<file path="src/rtl/blink_requester_if.sv">
// Purpose: groups the requester's event inputs, blinker handshake and status flags.
// Latency: none, wiring only.
// Backpressure: none here; the blinker paces the requester through done_blinking.
// Ports (master = blink_requester):
//   req_error, req_success  in   one-cycle blink events (type 0 / type 1)
//   clear_flags             in   synchronous clear of the sticky flags
//   done_blinking           in   acknowledge from the blinker
//   start_blinking          out  request to the blinker
//   blinkType               out  0 = error pattern, 1 = success pattern
//   busy, overflow, timeout_err  out  status
interface blink_requester_if;
    logic req_error;
    logic req_success;
    logic clear_flags;
    logic start_blinking;
    logic blinkType;
    logic done_blinking;
    logic busy;
    logic overflow;
    logic timeout_err;

    modport master (
        input  req_error,
        input  req_success,
        input  clear_flags,
        input  done_blinking,
        output start_blinking,
        output blinkType,
        output busy,
        output overflow,
        output timeout_err
    );

    modport slave (
        output req_error,
        output req_success,
        output clear_flags,
        output done_blinking,
        input  start_blinking,
        input  blinkType,
        input  busy,
        input  overflow,
        input  timeout_err
    );
endinterface

</file>
<file path="src/rtl/blink_requester.sv">
// Purpose: queues blink events and replays them as a four-phase start/done handshake.
// Latency: request in cycle N -> blinkType valid at N+2 -> start_blinking high at N+3.
// Backpressure: DEPTH-entry queue; pushes to a full queue are dropped and set overflow.
// Ports:
//   hwclk   in  system clock
//   rst_n   in  asynchronous active-low reset
//   bus     blink_requester_if.master (events, handshake, status flags)
module blink_requester #(
    parameter int unsigned DEPTH   = 4,
    parameter logic [31:0] TIMEOUT = 32'd48000000
) (
    input  logic                  hwclk,
    input  logic                  rst_n,
    blink_requester_if.master     bus
);
    localparam int unsigned AW = $clog2(DEPTH);
    localparam int unsigned CW = AW + 1;

    typedef enum logic [1:0] {
        IDLE    = 2'd0,
        SETUP   = 2'd1,
        REQ     = 2'd2,
        RELEASE = 2'd3
    } state_t;

    state_t          state;
    state_t          state_nxt;
    logic [DEPTH-1:0] mem;
    logic [AW-1:0]   wr_ptr;
    logic [AW-1:0]   rd_ptr;
    logic [CW-1:0]   count;
    logic [CW-1:0]   free_slots;
    logic [31:0]     wd;
    logic            wd_expired;
    logic            pop;
    logic            acc_err;
    logic            acc_suc;
    logic            drop;
    logic            to_fire;
    logic            start_c;
    logic            blink_type_q;
    logic            overflow_q;
    logic            timeout_q;

    // A pop in this cycle frees its slot for this cycle's pushes, so a full
    // queue that is being drained still accepts one new entry.
    assign free_slots = CW'(DEPTH) - count + {{(CW-1){1'b0}}, pop};

    // Error is pushed ahead of success when both arrive together.
    assign acc_err = bus.req_error   && (free_slots != '0);
    assign acc_suc = bus.req_success && (free_slots > {{(CW-1){1'b0}}, acc_err});
    assign drop    = (bus.req_error && !acc_err) || (bus.req_success && !acc_suc);

    assign wd_expired = (wd == TIMEOUT - 32'd1);

    // ---------------- FSM: state register ----------------
    always_ff @(posedge hwclk or negedge rst_n) begin
        if (!rst_n) begin
            state <= IDLE;
        end else begin
            state <= state_nxt;
        end
    end

    // ---------------- FSM: next state and outputs ----------------
    always_comb begin
        state_nxt = state;
        pop       = 1'b0;
        to_fire   = 1'b0;
        start_c   = 1'b0;
        case (state)
            IDLE: begin
                if (count != '0) begin
                    pop       = 1'b1;
                    state_nxt = SETUP;
                end
            end
            // One dead cycle so blinkType settles before start rises; the
            // blinker samples the type on the start edge.
            SETUP: begin
                state_nxt = REQ;
            end
            REQ: begin
                start_c = 1'b1;
                if (bus.done_blinking) begin
                    state_nxt = RELEASE;
                end else if (wd_expired) begin
                    to_fire   = 1'b1;
                    state_nxt = RELEASE;
                end
            end
            RELEASE: begin
                if (!bus.done_blinking) begin
                    state_nxt = IDLE;
                end else if (wd_expired) begin
                    to_fire   = 1'b1;
                    state_nxt = IDLE;
                end
            end
            default: begin
                state_nxt = IDLE;
            end
        endcase
    end

    // ---------------- Watchdog ----------------
    // Restarts from zero on every state change, so each handshake phase
    // gets its own TIMEOUT-cycle budget.
    always_ff @(posedge hwclk or negedge rst_n) begin
        if (!rst_n) begin
            wd <= '0;
        end else if (state_nxt != state) begin
            wd <= '0;
        end else if (state == REQ || state == RELEASE) begin
            wd <= wd + 32'd1;
        end else begin
            wd <= '0;
        end
    end

    // ---------------- Event queue ----------------
    always_ff @(posedge hwclk or negedge rst_n) begin
        if (!rst_n) begin
            mem    <= '0;
            wr_ptr <= '0;
            rd_ptr <= '0;
            count  <= '0;
        end else begin
            if (acc_err) begin
                mem[wr_ptr] <= 1'b0;
            end
            if (acc_suc) begin
                mem[wr_ptr + AW'(acc_err)] <= 1'b1;
            end
            wr_ptr <= wr_ptr + AW'(acc_err) + AW'(acc_suc);
            if (pop) begin
                rd_ptr <= rd_ptr + AW'(1);
            end
            count <= count + CW'(acc_err) + CW'(acc_suc) - CW'(pop);
        end
    end

    // blinkType only changes when an entry is taken, i.e. entering SETUP.
    always_ff @(posedge hwclk or negedge rst_n) begin
        if (!rst_n) begin
            blink_type_q <= 1'b0;
        end else if (pop) begin
            blink_type_q <= mem[rd_ptr];
        end
    end

    // ---------------- Sticky flags ----------------
    // A set event in the same cycle as clear_flags keeps the flag high.
    always_ff @(posedge hwclk or negedge rst_n) begin
        if (!rst_n) begin
            overflow_q <= 1'b0;
            timeout_q  <= 1'b0;
        end else begin
            if (drop) begin
                overflow_q <= 1'b1;
            end else if (bus.clear_flags) begin
                overflow_q <= 1'b0;
            end
            if (to_fire) begin
                timeout_q <= 1'b1;
            end else if (bus.clear_flags) begin
                timeout_q <= 1'b0;
            end
        end
    end

    // start is decoded from state so an asynchronous reset drops it at once.
    assign bus.start_blinking = start_c;
    assign bus.blinkType      = blink_type_q;
    assign bus.busy           = (state != IDLE) || (count != '0);
    assign bus.overflow       = overflow_q;
    assign bus.timeout_err    = timeout_q;
endmodule

</file>
<file path="src/flat_wrapper.sv">
// flat-port wrapper written by rule: the top's interface ports become plain ports
module blink_requester_flat 
#(
    parameter int unsigned DEPTH   = 4,
    parameter logic [31:0] TIMEOUT = 32'd48000000
)
  (hwclk, rst_n, bus_req_error, bus_req_success, bus_clear_flags, bus_done_blinking, bus_start_blinking, bus_blinkType, bus_busy, bus_overflow, bus_timeout_err);
  blink_requester_if bus_i ();
  input  logic hwclk;
  input  logic rst_n;
  input wire logic [$bits(bus_i.req_error)-1:0] bus_req_error;
  input wire logic [$bits(bus_i.req_success)-1:0] bus_req_success;
  input wire logic [$bits(bus_i.clear_flags)-1:0] bus_clear_flags;
  input wire logic [$bits(bus_i.done_blinking)-1:0] bus_done_blinking;
  output wire logic [$bits(bus_i.start_blinking)-1:0] bus_start_blinking;
  output wire logic [$bits(bus_i.blinkType)-1:0] bus_blinkType;
  output wire logic [$bits(bus_i.busy)-1:0] bus_busy;
  output wire logic [$bits(bus_i.overflow)-1:0] bus_overflow;
  output wire logic [$bits(bus_i.timeout_err)-1:0] bus_timeout_err;
  assign bus_i.req_error = bus_req_error;
  assign bus_i.req_success = bus_req_success;
  assign bus_i.clear_flags = bus_clear_flags;
  assign bus_i.done_blinking = bus_done_blinking;
  assign bus_start_blinking = bus_i.start_blinking;
  assign bus_blinkType = bus_i.blinkType;
  assign bus_busy = bus_i.busy;
  assign bus_overflow = bus_i.overflow;
  assign bus_timeout_err = bus_i.timeout_err;
  blink_requester #(.DEPTH(DEPTH), .TIMEOUT(TIMEOUT)) u_core (.hwclk(hwclk), .rst_n(rst_n), .bus(bus_i));
endmodule
</file>
<file path="config.mk">
export PLATFORM = sky130hd
export DESIGN_NAME = blink_requester_flat
export DESIGN_NICKNAME = d
export VERILOG_FILES = /design/src/rtl/blink_requester_if.sv /design/src/rtl/blink_requester.sv /design/src/flat_wrapper.sv
export SDC_FILE = /design/constraint.sdc
export NUM_CORES = 1
export LEC_CHECK = 0
export ABC_CLOCK_PERIOD_IN_PS = 3500
export CAP_MARGIN = 25
export CORE_ASPECT_RATIO = 0.7
export CORE_MARGIN = 2
export CORE_UTILIZATION = 51
export CTS_CLUSTER_DIAMETER = 60
export CTS_CLUSTER_SIZE = 16
export DETAILED_ROUTE_END_ITERATION = 10
export PLACE_DENSITY_LB_ADDON = 0.15
export SYNTH_ARGS = -nofsm -noshare
export SYNTH_HDL_FRONTEND = slang
export SYNTH_SLANG_ARGS = --single-unit
</file>
<file path="constraint.sdc">
create_clock -name hwclk -period 3.5 [get_ports hwclk]
set_input_delay 0.7 -clock hwclk [delete_from_list [all_inputs] [get_ports hwclk]]
set_output_delay 0.7 -clock hwclk [all_outputs]
set_load 0.01 [all_outputs]
</file>
==> results of run 1 <==
[timing repair]
item / CTS / global route
cloned: 0 / 0
setup endpoints to repair: 2 / 2
pin swaps: 0 / 10
resized for setup: 1 / 18
setup buffers: 1 / 5
[worst max-delay path by stage]
| stage | from | to | cells after the start |
|---|---|---|---|
| after floorplan | u_core.count[2] | u_core.count[2] | 18 |
| after global placement | u_core.count[1] | u_core.count[2] | 18 |
| after detailed placement | u_core.count[1] | u_core.count[2] | 18 |
| after CTS | u_core.count[1] | u_core.count[2] | 18 |
| after global routing | u_core.count[0] | u_core.count[2] | 18 |
| final | u_core.count[0] | u_core.count[2] | 18 |
[per-stage QoR]
step | std cells | TNS (ns)
2_1_floorplan | 273 | 0
3_3_place_gp | 351 | 0
3_5_place_dp | 352 | -0.161
4_1_cts | 361 | 0
5_1_grt | 366 | -0.0881
6_report | 366 | 0
[critical path, delay by kind of cell, from the launching register on]
kind	cells	cell delay, ns
adders and majority gates	5	1.14
and+or+nand+nor	5	0.74
xor gates and xnor gates	3	0.46
DFF	1	0.42
AOI/OAI and AO/OA	1	0.29
buffers and inverters	4	0.24
[where the power goes]
group	switching (mW)	internal [mW]	total, mW
Combinational	0.486	0.455	0.942
Clock	0.195	0.212	0.406
Sequential	0.0902	0.664	0.754
[area by class of cell]
cell class	count	area, µm²
Clock buffer	5	68.8
Clock inverter	3	42.5
Fill cell	455	2060
Inverter	17	63.8
Multi-Input combinational cell	197	1500
Sequential cell	48	1200
Tap cell	72	90.1
Timing Repair Buffer	24	213
[cells by family (layout without fill, tap and decap cells)]
group,Yosys count,in the layout,synth area share (%)
simple gates,119,119,26.2
flops,48,48,43.7
compound gates,46,46,12.4
buf+inv,28,49,5.15
xor+xnor,22,22,7.01
fa+ha+maj,9,9,4.64
mux,1,1,0.820
[per-layer routing]
layer	share of wire (%)	track usage [%]	routed length (µm)	up-vias
li1	-	-	-	1056
met1	52	32.6	3070	1063
met2	42	30.2	2460	53
met3	5.1	4.13	302	4
met4	0.80	6.16	47	0
met5	0	0	0	-
[state kept, by name (all words and copies together) (netlist names)]
register,cells
u_core.state,2
u_core.mem,4
u_core.rd_ptr,2
u_core.bus.timeout_err,1
u_core.wr_ptr,2
u_core.wd,32
u_core.count,3
u_core.bus.overflow,1
u_core.bus.blinkType,1
[synthesized netlist by cell type, drive strengths merged, types with 2 or more instances]
| library cell | n |
|---|---|
| and3 | 4 |
| clkbuf | 3 |
| a21oi | 6 |
| nand3 | 17 |
| dfrtp | 48 |
| nor3 | 14 |
| nand4 | 11 |
| nor4 | 4 |
| o31ai | 12 |
| o21ai | 5 |
| a211oi | 11 |
| o211a | 4 |
| and4 | 8 |
| ha | 7 |
| nor2 | 14 |
| nor3b | 2 |
| inv | 17 |
| nand2b | 2 |
| nand2 | 16 |
| buf | 8 |
| and2 | 4 |
| fa | 2 |
| or4 | 8 |
| xor2 | 12 |
| nor4b | 4 |
| xnor2 | 10 |
| or3 | 9 |
==> out/metrics.csv, run 1 <==
stage,metric,value,unit
worst_setup_path,crit_arrival,3.62,ns
yosys,synth-seq-cells,48,
global_route,grt_pass1_vias,2033,
cells_and_area,final_cell_mix,"48 x dfrtp_1, 16 x nand2_1, 16 x nand3_1, 13 x inv_1, 13 x buf_4",
cts,clockBufferDepth,2,
cts,cts_hold_buf,0,
global_route,grt-ovfl-total,0,
worst_setup_path,r2r-start,u_core.count[0],
timing,worst_slack,0.0800,ns
placement,gp_congestion,0.781,
job,maxCapViolCount,0,
worst_setup_path,cpMostUsedCell,inv_2,
placement,place_area,0.00293,mm²
timing,finClkSkew,0.00675,ns
cts,cts_tree,yes,
die,die_height,65.4,µm
die,start_util,52.5,%
cts,cts.sinks,48,
worst_setup_path,max_stage_delay,0.42,ns
detailed_routing,drtAntennaViolNets,0,
timing,fin_crit_sh,97.7,%
yosys,synthArstFlopShare,100,%
cells_and_area,fin_area,0.00317,mm²
timing,hold_viol,0,
cells_and_area,drive_above_1_share,17.7,%
yosys,synth_cell_types,49,
die,pin_count,11,
hold_path,hold_class,primary input to asynchronous set/reset pin,
die,rows,22,
detailed_routing,drt_iter0_markers,122,
detailed_routing,vias,2176,
global_route,grt_max_degree,33,
cells_and_area,nets,308,
die,core,0.00523,mm²
yosys,syn_inst,273,
yosys,synth.avg_cell_area,10.1,µm²
placement,placement.setup.worst_slack,-0.108,ns
die,die_width,91.7,µm
detailed_routing,drt_drc_violations_left,0,
yosys,syn_nets,288,
cts,cts_root_buf,clkbuf_8,
power,total_power,2.10,mW
worst_setup_path,cp-start-kind,flop,
cells_and_area,n_antenna_cell,0,
cells_and_area,syn_to_final_growth,15.5,%
worst_setup_path,critPathRequiredTime,3.69,ns
global_route,track_usage,21.2,%
power,p_per_area,662,mW/mm²
timing,fin_crit,3.42,ns
yosys,yosys.area.top_type,dfrtp_1,
worst_setup_path,rrSetupSlack,0.08,ns
cts,htree_levels,2,
yosys,synthesis.area,0.00275,mm²
timing,whs,0.343,ns
worst_setup_path,critPathCaptureType,flop,
yosys,synth_top_area_share,43.7,%
timing,setup_violations,0,
cts,clock_latency,0.31,ns
cells_and_area,final_common_cell,dfrtp_1,
cells_and_area,final_util,60.7,%
timing,fmax,0.292,GHz
worst_setup_path,criticalPathCategory,flop to flop,
yosys,synth_edf_count,0,
cts,clk_pin_slew,0.09,ns
detailed_routing,wl,5890,µm
global_route,antenna_found_initial,0,
outcome,status,"finished, final reports clean",
global_route,grt_pass1_wl,9940,µm
die,die-area,0.00600,mm²
detailed_routing,viasPerCell,5.95,
placement,dp_hpwl,4020,µm
yosys,yosys_most_used_dff,dfrtp_1,
cts,cts_buffers,5,
yosys,synth.yosys.seq_area_share,43.7,%
worst_setup_path,cpMaxStageDelayCell,dfrtp_1,
timing,slew-limit-headroom,66.9,%
worst_setup_path,cp_max_fo,3,
timing,tightest_slew,0.497,ns
power,p_leak,1.31,nW
yosys,ys_warn_count,0,
detailed_routing,wl_per_cell,16.1,µm
worst_setup_path,crit_chain,nor3_2 > nand2b_4 > ha_2 > inv_2 > ha_4 > xor2_4 > o31ai_4 > inv_2 > ha_4 > nor2_2 > nor3_2 > nor2b_2 > inv_2 > fa_2 > inv_2 > fa_2 > xor2_1 > xnor2_1,
timing,finalMaxSlewViolations,0,
placement,portBuffers,10,
worst_setup_path,reg2reg_to,u_core.count[2],
worst_setup_path,reg2reg_depth,18,
power,vdd_ir_drop_max,0.301,mV
detailed_routing,drt_pass1_iterations,4,
yosys,synthTopCellsByArea,"dfrtp_1 44%, xor2_1 3.8%, o31ai_1 3.3%",
Power figures use the tool's default switching activity.
==> run 2: changes to the inputs <==
--- a/config.mk
+++ b/config.mk
@@ -5,11 +5,12 @@
 export SDC_FILE = /design/constraint.sdc
 export NUM_CORES = 1
 export LEC_CHECK = 0
+export ABC_AREA = 1
 export ABC_CLOCK_PERIOD_IN_PS = 3500
-export CAP_MARGIN = 25
 export CORE_ASPECT_RATIO = 0.7
 export CORE_MARGIN = 2
 export CORE_UTILIZATION = 51
+export CTS_BUF_LIST = sky130_fd_sc_hd__clkbuf_8
 export CTS_CLUSTER_DIAMETER = 60
 export CTS_CLUSTER_SIZE = 16
 export DETAILED_ROUTE_END_ITERATION = 10
==> run 2 against run 1 <==
Synthesized cell count is 47% higher. Global-route usage is 2.9 points higher. Via count is 19% higher. Critical path depth is 1 higher. Sequential share of layout area is 0.21 points lower. Register-to-register slack better by 0.13 ns. Largest cell class unchanged.
==> out/metrics.csv, run 2 <==
stage,metric,value,unit,change
power,vdd_ir_drop_max,0.210,mV,-30%
placement,portBuffers,10,,unchanged
detailed_routing,drt_pass1_iterations,5,,+1
yosys,yosys_most_used_dff,dfrtp_1,,
worst_setup_path,criticalPathCategory,flop to flop,,
cts,clk_pin_slew,0.09,ns,about the same
cells_and_area,largest_reg_flops,32,,unchanged
die,die-area,0.00628,mm²,+4.7%
cells_and_area,top_register,u_core.wd,,
placement,dp_hpwl,4990,µm,+24%
cells_and_area,syn_to_final_growth,10.7,%,
cts,cts_buffers,5,,unchanged
timing,fmax,0.304,GHz,+4.0%
yosys,synth-compound-area-share,4.17,%,-8.3 points
power,total_power,1.89,mW,-9.9%
hold_path,hold_class,flop to flop,,
worst_setup_path,cp_max_fo,3,,unchanged
global_route,grt_use_met2,31.0,%,+0.74 points
timing,hold_viol,0,,unchanged
timing,setup_violations,0,,unchanged
yosys,ys_warn_count,0,,unchanged
worst_setup_path,critPathRequiredTime,3.73,ns,+0.04 ns
worst_setup_path,crit_chain,nor3_2 > inv_1 > nand2_2 > ha_1 > inv_1 > ha_1 > xor2_1 > nor2_2 > nand2_1 > nand2_2 > inv_1 > ha_1 > o21ai_2 > nand2_2 > fa_1 > inv_1 > fa_1 > xnor2_1 > xor2_1,,
yosys,synth_edf_count,0,,unchanged
timing,fin_crit_sh,93.9,%,-3.8 points
cts,cts_hold_buf,0,,unchanged
cells_and_area,final_cell_mix,"99 x nand2_1, 89 x nor2_1, 49 x inv_1, 48 x dfrtp_1, 28 x nand3_1",,
placement,gp_congestion,0.967,,+24%
cts,clock_latency,0.30,ns,about the same
yosys,syn_nets,415,,+44%
yosys,synth.avg_cell_area,7.21,µm²,-28%
worst_setup_path,cpMostUsedCell,inv_1,,
timing,finalMaxSlewViolations,0,,unchanged
global_route,grt_pass1_wl,11400,µm,+15%
global_route,antenna_found_initial,0,,unchanged
yosys,syn_inst,400,,+47%
global_route,grt_util_met3,5.20,%,+1.1 points
die,core,0.00534,mm²,+2.1%
detailed_routing,vias,2580,,+19%
global_route,top_usage_layer,met1,,
worst_setup_path,critPathCaptureType,flop,,
yosys,synth_xor_area_share,6.68,%,-0.33 points
timing,fin_crit,3.29,ns,-0.132 ns
die,start_util,54.0,%,+1.4 points
detailed_routing,drt_drc_violations_left,0,,unchanged
timing,slew-limit-headroom,28.6,%,-38 points
power,p_leak,1.35,nW,+3.2%
timing,finClkSkew,0.0117,ns,+0.00498 ns
yosys,synth.yosys.seq_area_share,41.7,%,-2.0 points
yosys,synth_common_cells,"102 x nand2_1, 90 x nor2_1, 49 x inv_1",,
worst_setup_path,r2r-start,u_core.count[0],,
cells_and_area,nets,437,,+42%
hold_path,hp-start,u_core.bus.timeout_err,,
yosys,synth_top_area_share,41.7,%,-2.0 points
yosys,muxShareOfSynthArea,0,%,-0.82 points
cells_and_area,n_antenna_cell,0,,unchanged
detailed_routing,drt_iter0_markers,293,,+140%
yosys,yosys.area.top_type,dfrtp_1,,
yosys,synthTopCellsByArea,"dfrtp_1 42%, nand2_1 13%, nor2_1 12%",,
yosys,synthesis.area,0.00288,mm²,+4.9%
timing,tightest_slew,1.07,ns,+0.575 ns
yosys,yosys.area_share.adder,4.43,%,-0.22 points
detailed_routing,wl,6860,µm,+16%
cells_and_area,nFillCells,493,,+8.4%
placement,placement.setup.worst_slack,-0.0655,ns,+0.0429 ns
die,die_width,93.9,µm,+2.3%
die,rows,22,,unchanged
yosys,synth_cell_types,26,,-47%
job,maxCapViolCount,0,,unchanged
global_route,grt-ovfl-total,0,,unchanged
yosys,synth_top_family_by_area,simple AND/OR/NAND/NOR gates,,
power,p_per_area,593,mW/mm²,-10%
worst_setup_path,cp-start-kind,flop,,
worst_setup_path,crit_start,u_core.count[0],,
global_route,use_met1,39.5,%,+6.9 points
cts,htree_levels,2,,unchanged
yosys,synthArstFlopShare,100,%,unchanged
cts,clockBufferDepth,2,,unchanged
worst_setup_path,max_stage_delay,0.42,ns,about the same
yosys,synth.most_common_cell,nand2_1,,
timing,worst_slack,0.212,ns,+0.132 ns
detailed_routing,viasPerCell,5.24,,-12%
cells_and_area,drive_above_1_share,7.14,%,-11 points
die,pin_count,11,,unchanged
worst_setup_path,crit_family,adder cells,,
global_route,grt_pass1_vias,2309,,+14%
cells_and_area,largestRegisters,"u_core.wd (32), u_core.mem (4), u_core.count (3)",,
cts,cts.sinks,48,,unchanged
global_route,track_usage,24.0,%,+2.9 points
cts,cts_tree,yes,,
die,die_height,66.9,µm,+2.3%
cells_and_area,final_common_cell,nand2_1,,
cts,cts_root_buf,clkbuf_8,,
yosys,synth-simple-area-share,35.6,%,+9.4 points
worst_setup_path,path_buf_inv,4,,unchanged
outcome,status,"finished, final reports clean",,
detailed_routing,wl_per_cell,13.9,µm,-13%
worst_setup_path,cpMaxStageDelayCell,dfrtp_1,,
worst_setup_path,crit_arrival,3.52,ns,-0.10 ns
global_route,grt_max_degree,49,,+48%
detailed_routing,drtAntennaViolNets,0,,unchanged
yosys,synth-seq-cells,48,,unchanged
## run 2: cell families after synthesis
family / count (synthesis)
buf+inv: 53
flops: 48
simple gates: 247
compound gates: 21
xor+xnor: 22
fa+ha+maj: 9
## run 2: worst reg2reg max path, delay by kind of cell, from the launching register on
family / cells / cell delay (ns)
buffers and inverters: 4 / 0.26
and+or+nand+nor: 6 / 0.71
DFF: 1 / 0.42
AOI/OAI and AO/OA: 1 / 0.18
adders and majority gates: 5 / 1.18
xor gates and xnor gates: 3 / 0.46
## run 2: repair_timing
action                     in CTS  in global routing
hold endpoints to repair        0                  0
setup endpoints to repair       2                  2
gates resized for setup         2                  5
setup buffers                   0                  7
pin swaps                       0                  4
## run 2: final timing paths
kind                                          endpoint  slack [ns]  cells past startpoint
worst max-delay path                   u_core.count[2]        0.21                     19
worst min-delay path            u_core.bus.timeout_err        0.50                      2
worst max register to register         u_core.count[2]        0.21                     19
worst min register to register  u_core.bus.timeout_err        0.50                      2
max in group asynchronous                u_core.wd[30]        2.24                      1
min in group asynchronous                u_core.wd[12]        0.59                      1
## run 2: routing by layer
metal	share of wire, %	vias up	wire length [µm]
li1	-	1285	-
met1	50	1183	3430
met2	39	104	2650
met3	10	8	705
met4	0.99	0	68
met5	0	-	0
## run 2: stage by stage
step / TNS, ns / cell area [µm²] / cells / hold slack, ns / utilization (%)
global route: -0.0328 / 3190 / 492 / 0.538 / 59.8
finish: 0 / 3190 / 492 / 0.497 / 59.8
CTS: 0 / 3130 / 485 / 0.513 / 58.5
floorplan: 0 / 2880 / 400 / 0.404 / -
global placement: 0 / 3050 / 480 / 0.468 / 57.1
detailed placement: -0.102 / 3050 / 480 / 0.490 / 57.1
## run 2: report_power, final
part / leakage (nW) / internal, mW / switching [mW]
clock network: 0.0359 / 0.129 / 0.173
logic: 0.683 / 0.347 / 0.497
registers: 0.634 / 0.663 / 0.0841
## run 2: area by class of cell
cell class	instances	area, µm²	area share, %
sequential	48	1200	37.6
clock buffer	5	68.8	2.16
timing repair buffer	19	163	5.10
multi-input combinational	299	1490	46.5
inverter	49	184	5.76
tap	72	90.1	2.82
==> run 3: changes to the inputs <==
--- a/config.mk
+++ b/config.mk
@@ -7,9 +7,11 @@
 export LEC_CHECK = 0
 export ABC_AREA = 1
 export ABC_CLOCK_PERIOD_IN_PS = 3500
+export CELL_PAD_IN_SITES_DETAIL_PLACEMENT = 0
+export CELL_PAD_IN_SITES_GLOBAL_PLACEMENT = 1
 export CORE_ASPECT_RATIO = 0.7
 export CORE_MARGIN = 2
-export CORE_UTILIZATION = 51
+export CORE_UTILIZATION = 42
 export CTS_BUF_LIST = sky130_fd_sc_hd__clkbuf_8
 export CTS_CLUSTER_DIAMETER = 60
 export CTS_CLUSTER_SIZE = 16
==> run 3 against run 2 <==
Total power decreased by 3.0%. Via count decreased by 2.6%. Utilization decreased by 12 points. Sequential power decreased by 0.5%. Critical endpoint unchanged. Final cell count increased by 4.1%. Clock skew decreased by 0.0032 ns. Flip-flop and latch count unchanged. Clock power increased by 5%.
==> out/metrics.csv, run 3 (synthesis results as in run 2) <==
stage,metric,value,unit,change
power,pwr-share-seq,40.5,%,+1.0 points
timing,setup_violations,0,,unchanged
cells_and_area,final_cell_mix,"102 x nand2_1, 89 x nor2_1, 50 x inv_1, 48 x dfrtp_1, 28 x nand3_1",,
placement,gp_congestion,0.853,,-12%
cts,cts_tree,yes,,
job,maxCapViolCount,0,,unchanged
power,switchingPower,0.742,mW,-1.7%
cells_and_area,final_common_cell,nand2_1,,
worst_setup_path,crit_chain,nor3_2 > inv_1 > nand2_1 > ha_1 > inv_1 > ha_1 > xor2_1 > nor2_2 > nand2_1 > nand2_1 > inv_1 > ha_1 > o21ai_2 > nand2_1 > fa_1 > inv_1 > fa_1 > xnor2_1 > xor2_1,,
worst_setup_path,r2r-start,u_core.count[2],,
die,pin_count,11,,unchanged
die,core,0.00669,mm²,+25%
cts,cts.sinks,48,,unchanged
detailed_routing,drt_pass1_iterations,4,,-1
global_route,grt_pass1_vias,2236,,-3.2%
power,p_per_area,576,mW/mm²,-3.0%
power,p_leak,1.34,nW,-0.79%
cts,clockBufferDepth,2,,unchanged
power,clockPowerShare,17.2,%,+1.2 points
die,die_width,103,µm,+9.8%
detailed_routing,drtAntennaViolNets,0,,unchanged
timing,finClkSkew,0.00849,ns,-0.00325 ns
placement,placement.setup.worst_slack,0.0182,ns,+0.0837 ns
timing,tightest_slew,0.676,ns,-0.396 ns
global_route,antenna_found_initial,0,,unchanged
worst_setup_path,max_stage_delay,0.41,ns,about the same
cts,cts_root_buf,clkbuf_8,,
worst_setup_path,crit_family,adder cells,,
power,combPwrFrac,42.3,%,-2.3 points
worst_setup_path,cp-start-kind,flop,,
power,vdd_ir_drop_max,0.295,mV,+40%
power,switching_share,40.4,%,+0.56 points
timing,setup_tns,0,ns,unchanged
cells_and_area,syn_to_final_growth,10.7,%,about the same
die,die-area,0.00755,mm²,+20%
global_route,grt_max_degree,30,,-39%
worst_setup_path,cp_max_fo,3,,unchanged
timing,rsz0062_at_grt,false,,
die,rows,25,,+14%
detailed_routing,drt_iter0_markers,184,,-37%
cts,clk_pin_slew,0.09,ns,about the same
cells_and_area,regArea,0.00120,mm²,unchanged
cells_and_area,largest_reg_flops,32,,unchanged
cts,clock_latency,0.30,ns,about the same
global_route,grt_pass1_wl,11700,µm,+2.8%
cells_and_area,nFillCells,730,,+48%
cells_and_area,top_register,u_core.wd,,
detailed_routing,wl,7100,µm,+3.6%
die,start_util,43.1,%,-11 points
detailed_routing,viasPerCell,4.91,,-6.4%
worst_setup_path,critPathCaptureType,flop,,
timing,worst_slack,0.206,ns,-0.00608 ns
timing,hold_viol,0,,unchanged
worst_setup_path,crit_start,u_core.count[2],,
detailed_routing,vias,2512,,-2.6%
outcome,status,"finished, final reports clean",,
placement,dp_hpwl,5620,µm,+13%
global_route,grt-ovfl-total,0,,unchanged
cts,cts_buffers,5,,unchanged
cts,cts_hold_buf,0,,unchanged
worst_setup_path,critPathRequiredTime,3.72,ns,about the same
cells_and_area,largestRegisters,"u_core.wd (32), u_core.mem (4), u_core.count (3)",,
timing,fin_crit_sh,94.1,%,+0.17 points
power,p_int,1.09,mW,-3.9%
cells_and_area,n_antenna_cell,0,,unchanged
worst_setup_path,cpMaxStageDelayCell,dfrtp_1,,
timing,slew-limit-headroom,55.0,%,+26 points
die,die_height,73.3,µm,+9.6%
detailed_routing,wl_per_cell,13.9,µm,-0.47%
cells_and_area,multiInputGateArea,0.00148,mm²,-0.50%
timing,fmax,0.304,GHz,-0.18%
timing,finalMaxSlewViolations,0,,unchanged
global_route,track_usage,20.8,%,-3.3 points
worst_setup_path,path_buf_inv,4,,unchanged
worst_setup_path,criticalPathCategory,flop to flop,,
cts,htree_levels,2,,unchanged
cells_and_area,drive_above_1_share,5.74,%,-1.4 points
placement,portBuffers,10,,unchanged
detailed_routing,drt_drc_violations_left,0,,unchanged
timing,fin_crit,3.29,ns,+0.00608 ns
cells_and_area,nets,433,,-0.92%
worst_setup_path,crit_arrival,3.51,ns,about the same
hold_path,hold_class,primary input to asynchronous set/reset pin,,
run 3: metrics by stage:
step / cell area, µm² / total power, mW / hold slack (ns) / util [%] / std cells
floorplan: 2880 / 1.28 / 0.404 / - / 400
global placement: 3090 / 1.47 / 0.472 / 46.2 / 504
detailed placement: 3090 / 1.49 / 0.472 / 46.2 / 504
CTS: 3170 / 1.81 / 0.464 / 47.4 / 511
global route: 3190 / 1.99 / 0.482 / 47.7 / 512
finish: 3190 / 1.84 / 0.427 / 47.7 / 512
run 3: final timing paths:
check | slack, ns | to | cells after the start
max in group asynchronous | 2.35 | u_core.wd[28] | 2
min in group hwclk | 0.49 | u_core.bus.timeout_err | 2
worst min register to register | 0.49 | u_core.bus.timeout_err | 2
worst max-delay path | 0.21 | u_core.count[2] | 19
worst max register to register | 0.21 | u_core.count[2] | 19
worst min-delay path | 0.43 | u_core.wd[14] | 1
run 3: routing by layer:
metal / part of all wire [%] / GRT usage [%] / up-vias
li1: - / - / 1284
met1: 58 / 36.7 / 1168
met2: 36 / 25.8 / 58
met3: 5.7 / 3.43 / 2
met4: 0.44 / 3.07 / 0
met5: 0 / 0 / -
run 3: what timing repair did:
action	4_1_cts	5_1_grt
endpoints found under the hold margin	0	0
pin swaps	0	0
setup buffers	0	1
cloned	0	0
gates resized for setup	1	3
endpoints found under the setup margin	1	2
run 3: power by group through the flow:
stage / clock (mW) / sequential [mW] / combinational, mW
final: 0.316 / 0.743 / 0.777
after global routing: 0.348 / 0.759 / 0.886
after CTS: 0.325 / 0.742 / 0.747
after detailed placement: 0 / 0.752 / 0.742
after global placement: 0 / 0.751 / 0.721
after floorplan: 0 / 0.743 / 0.537
run 3: final cells by class:
class | count | area share, %
Clock buffer | 5 | 2.16
Clock inverter | 2 | 0.275
Timing Repair Buffer | 15 | 4.16
Multi-Input combinational cell | 299 | 46.3
Tap cell | 94 | 3.69
Inverter | 49 | 5.76
Sequential cell | 48 | 37.6
